`config.mk`:
```
export PLATFORM = sky130hd
export DESIGN_NAME = tx_rs232
export DESIGN_NICKNAME = d
export VERILOG_FILES = /design/src/rtl/tx_rs232.sv
export SDC_FILE = /design/constraint.sdc
export NUM_CORES = 1
export LEC_CHECK = 0
export CORE_UTILIZATION = 54
export CTS_CLUSTER_DIAMETER = 80
export DETAILED_ROUTE_END_ITERATION = 7
export PLACE_DENSITY = 0.77
export REMOVE_ABC_BUFFERS = 1
export SETUP_SLACK_MARGIN = 0.1
export SYNTH_ARGS = -nofsm -noshare
export SYNTH_HDL_FRONTEND = slang
export SYNTH_SLANG_ARGS = --single-unit
```
`constraint.sdc`:
```
create_clock -name clk_s -period 2.25 [get_ports clk_s]
set_input_delay 0.45 -clock clk_s [delete_from_list [all_inputs] [get_ports clk_s]]
set_output_delay 0.45 -clock clk_s [all_outputs]
set_load 0.05 [all_outputs]
```
`src/rtl/tx_rs232.sv`:
```
// tx_rs232 -- UART/RS232 transmitter.
// Serialises one byte per request into an 8N1 frame: start bit (0), eight
// data bits LSB first, stop bit (1). Every bit lasts CLKS_PER_BIT clocks.
// Optional feature macro: TX_RS232_PARITY_EN. When it is defined, an even
// parity bit is sent between the data bits and the stop bit (8E1 framing).
//
// Ports
//   clk_s   in   system clock, rising edge
//   rst_s   in   synchronous reset, active high
//   iDATA   in   byte to send, sampled only on the accept cycle
//   iSTART  in   send request, accepted when oBUSY=0
//   oTX     out  serial line (registered), idles high
//   oBUSY   out  high while a frame is in progress
//   oDONE   out  one-cycle pulse on the first idle cycle after the stop bit
module tx_rs232 #(
  parameter int CLKS_PER_BIT = 6,
  parameter int CNT_W        = 8
) (
  input  logic       clk_s,
  input  logic       rst_s,
  input  logic [7:0] iDATA,
  input  logic       iSTART,
  output logic       oTX,
  output logic       oBUSY,
  output logic       oDONE
);

`ifdef TX_RS232_PARITY_EN
  typedef enum logic [2:0] {IDLE, START, DATA, PARITY, STOP} state_t;
`else
  typedef enum logic [1:0] {IDLE, START, DATA, STOP} state_t;
`endif

  localparam logic [CNT_W-1:0] CNT_MAX = CNT_W'(CLKS_PER_BIT - 1);

  state_t           state_q, state_n;
  logic [CNT_W-1:0] cnt_q, cnt_n;
  logic [2:0]       idx_q, idx_n;
  logic [7:0]       shift_q, shift_n;
  logic             tx_q, tx_n;
  logic             done_q, done_n;
  logic             bit_end;
`ifdef TX_RS232_PARITY_EN
  logic             par_q, par_n;
`endif

  assign bit_end = (cnt_q == CNT_MAX);

  // The line value is decided here for the *next* cycle and registered,
  // so oTX changes exactly on bit boundaries and never glitches.
  always_comb begin
    state_n = state_q;
    cnt_n   = bit_end ? '0 : cnt_q + 1'b1;
    idx_n   = idx_q;
    shift_n = shift_q;
    tx_n    = tx_q;
    done_n  = 1'b0;
`ifdef TX_RS232_PARITY_EN
    par_n   = par_q;
`endif
    case (state_q)
      IDLE: begin
        cnt_n = '0;
        tx_n  = 1'b1;
        if (iSTART) begin
          state_n = START;
          shift_n = iDATA;
          tx_n    = 1'b0;
`ifdef TX_RS232_PARITY_EN
          par_n   = ^iDATA;
`endif
        end
      end
      START: begin
        if (bit_end) begin
          state_n = DATA;
          idx_n   = 3'd0;
          tx_n    = shift_q[0];
        end
      end
      DATA: begin
        if (bit_end) begin
          if (idx_q == 3'd7) begin
`ifdef TX_RS232_PARITY_EN
            state_n = PARITY;
            tx_n    = par_q;
`else
            state_n = STOP;
            tx_n    = 1'b1;
`endif
          end else begin
            // shift_q[1] becomes shift_q[0] after this shift
            shift_n = shift_q >> 1;
            tx_n    = shift_q[1];
            idx_n   = idx_q + 3'd1;
          end
        end
      end
`ifdef TX_RS232_PARITY_EN
      PARITY: begin
        if (bit_end) begin
          state_n = STOP;
          tx_n    = 1'b1;
        end
      end
`endif
      STOP: begin
        if (bit_end) begin
          state_n = IDLE;
          tx_n    = 1'b1;
          done_n  = 1'b1;
        end
      end
      default: begin
        state_n = IDLE;
        tx_n    = 1'b1;
      end
    endcase
  end

  always_ff @(posedge clk_s) begin
    if (rst_s) begin
      state_q <= IDLE;
      cnt_q   <= '0;
      idx_q   <= 3'd0;
      shift_q <= 8'd0;
      tx_q    <= 1'b1;
      done_q  <= 1'b0;
`ifdef TX_RS232_PARITY_EN
      par_q   <= 1'b0;
`endif
    end else begin
      state_q <= state_n;
      cnt_q   <= cnt_n;
      idx_q   <= idx_n;
      shift_q <= shift_n;
      tx_q    <= tx_n;
      done_q  <= done_n;
`ifdef TX_RS232_PARITY_EN
      par_q   <= par_n;
`endif
    end
  end

  assign oTX   = tx_q;
  assign oDONE = done_q;
  assign oBUSY = (state_q != IDLE);

endmodule

```
==> results.json <==
{
  "n_antenna_cell": 0,
  "hp-class": "reg2reg",
  "hold_violations": 0,
  "grt_max_degree": 17,
  "synthTopCellsByArea": "dfxtp_1, ha_1, mux2i_1",
  "fin_cells": 158,
  "drv_cap": 0,
  "dpl.hpwl_um": 1738,
  "clkPwrFrac_pct": 12.0,
  "synth-seq-cells": 23,
  "grt_pass1_wl_um": 3926,
  "path_buf_inv": 1,
  "drt-wirelength-per-cell_um": 14.25,
  "p_per_area_nw_per_um2": 1147,
  "relSlewSlack_pct": 67.10,
  "clock_skew_ps": 3.638,
  "port_buffers": 13,
  "multi_input_area_um2": 666.9,
  "cts_buffers": 3,
  "cts_buffer_depth": 2,
  "root_buffer": "clkbuf_4",
  "finalCritPeriodShare_pct": 84.41,
  "die_x_um": 49.36,
  "placedCellCount": 154,
  "clock_sinks": 23,
  "crit_required_ps": 1800,
  "dieArea_um2": 2436,
  "synth_edf_count": 0,
  "path_max_fanout": 2,
  "max_freq_mhz": 526.5,
  "yosys.cell_count.top_type": "dfxtp_1",
  "start_util_pct": 59.31,
  "drcViolationCount": 0,
  "grt-ovfl-total": 0,
  "cp_slowest_cell": "clkdlybuf4s50_1",
  "synth-main-ff-cell": "dfxtp_1",
  "crit_chain": "clkdlybuf4s50_1",
  "cts_max_level": 1,
  "syn_avg_cell_area_um2": 10.26,
  "end_kind": "output port",
  "p_seq_share_pct": 35.7,
  "switchingPower_uw": 642.8,
  "cts_setup_buffers": 0,
  "vdd_drop_max_mv": 0.9259,
  "antenna_found_initial": 0,
  "clk_latency_ps": 300,
  "grt_pass1_vias": 907,
  "synthCells": 118,
  "cts.hold.buffers_added": 0,
  "firstDrtPassIters": 4,
  "min_period_ps": 1899,
  "worst_pin_slew_ps": 491.9,
  "nets": 151,
  "cts_resized": 0,
  "drtIter0Drc": 14,
  "critPathMaxStageDelay_ps": 800,
  "drive_gt1_share_pct": 14.50,
  "drv_slew": 0,
  "p_sw_share_pct": 41.44,
  "rsz0062_at_grt": "no",
  "cts_tree": "built",
  "cp.arrival_ps": 1450,
  "synth_top_cell_by_area": "dfxtp_1",
  "p_leak_nw": 0.5167,
  "cp-start-kind": "register",
  "p_comb_share_pct": 52.3,
  "ys_seq_area_share_pct": 38.02,
  "intPower_uw": 908.2,
  "critPathKind": "reg2out",
  "finalSetupViolCount": 0,
  "grt.total_usage_pct": 21.18,
  "wl_um": 2252,
  "synth.cell_area_um2": 1211,
  "io_pins": 14,
  "synth_cell_types": 36,
  "critPathTopFamily": "buffers and inverters",
  "fp.dieH_um": 49.36,
  "avgViaCountPerCell": 5.576,
  "via_count": 881,
  "regArea_um2": 460.4,
  "synthArstFlopShare_pct": 0,
  "areaGrowthSynthToFinish_pct": 11.67,
  "drtAntennaViolNets": 0,
  "placementRows": 16,
  "clk_pin_slew_ps": 120,
  "synth_top_area_share_pct": 38.02,
  "synth_warnings": 0,
  "globalplace.congestion": 0.7978,
  "coreArea_um2": 2042,
  "n_fill_cell": 183,
  "synth_common_cells": "dfxtp_1, nor2_1, mux2i_1, a21oi_1, ha_1",
  "status": "complete, no violations",
  "fin_setup_tns_ps": 0
}
## cell type report
class,count,area share (%)
Multi-Input combinational cell,83,49.31
Tap cell,27,2.498
Sequential cell,23,34.04
Timing Repair Buffer,15,10.55
Inverter,6,1.665
Clock buffer,4,1.943
## power by group through the flow
| stage | Combinational [mW] | Clock, mW | Sequential, mW |
|---|---|---|---|
| 6_report | 0.812 | 0.186 | 0.553 |
| 4_1_cts | 0.820 | 0.197 | 0.552 |
| 2_1_floorplan | 0.612 | 0 | 0.570 |
| 3_3_place_gp | 0.792 | 0 | 0.556 |
| 5_1_grt | 0.892 | 0.208 | 0.563 |
| 3_5_place_dp | 0.818 | 0 | 0.559 |
## flip-flops by register name, indices dropped and copies added, names as in the netlist
signal   count
cnt_q        8
idx_q        3
oDONE        1
oTX          1
shift_q      8
state_q      2
## cell families after synthesis
logic type                 after synthesis  synth area share (%)
adders and majority gates                8                 8.265
muxes                                    9                 7.438
and+or+nand+nor                         33                 16.84
DFF                                     23                 38.02
xor gates and xnor gates                 6                 4.339
buffers and inverters                   12                 6.921
AOI/OAI and AO/OA                       27                 18.18
## path summary, 6_finish.rpt
check | start | to | slack [ps] | depth (start not counted)
setup / recovery | oTX$_SDFFE_PP1P_ | oTX | 350 | 1
hold reg to reg | oTX$_SDFFE_PP1P_ | oTX$_SDFFE_PP1P_ | 480 | 1
setup reg to reg | idx_q[0]$_SDFFE_PP0P_ | shift_q[5]$_SDFFE_PP0P_ | 440 | 6
hold / removal | oTX$_SDFFE_PP1P_ | oTX$_SDFFE_PP1P_ | 480 | 1
## placed cells by master (no fill, tap or decap), types with 3 or more instances in the layout
master	Yosys	layout
dfxtp_1	23	23
nor2_1	12	12
clkdlybuf4s50_1	0	12
mux2i_1	9	9
a21oi_1	8	8
ha_1	8	8
a211oi_2	7	7
inv_1	6	6
nand3_1	4	4
xor2_1	4	4
clkbuf_4	0	3
buf_4	0	3
## metal layers
metal	up-vias	track usage [%]	part of all wire, %
met5	-	0	0
met1	415	25.77	47
li1	448	-	-
met2	16	36.30	49
met3	2	3.427	2.5
met4	0	9.314	0.93
## through the flow
step                util, %  area, um^2  hold WS, ps  setup slack, ps  total power [mW]
floorplan                 -        1150        429.4            425.9             1.182
global placement      64.95        1326        438.4            476.0             1.348
detailed placement    64.95        1326        454.0            424.8             1.377
CTS                   66.24        1353        489.3            328.8             1.570
global route          66.24        1353        507.9            267.1             1.662
finish                66.24        1353        480.4            350.8             1.551
No activity file was read; power rests on OpenSTA's default activity.
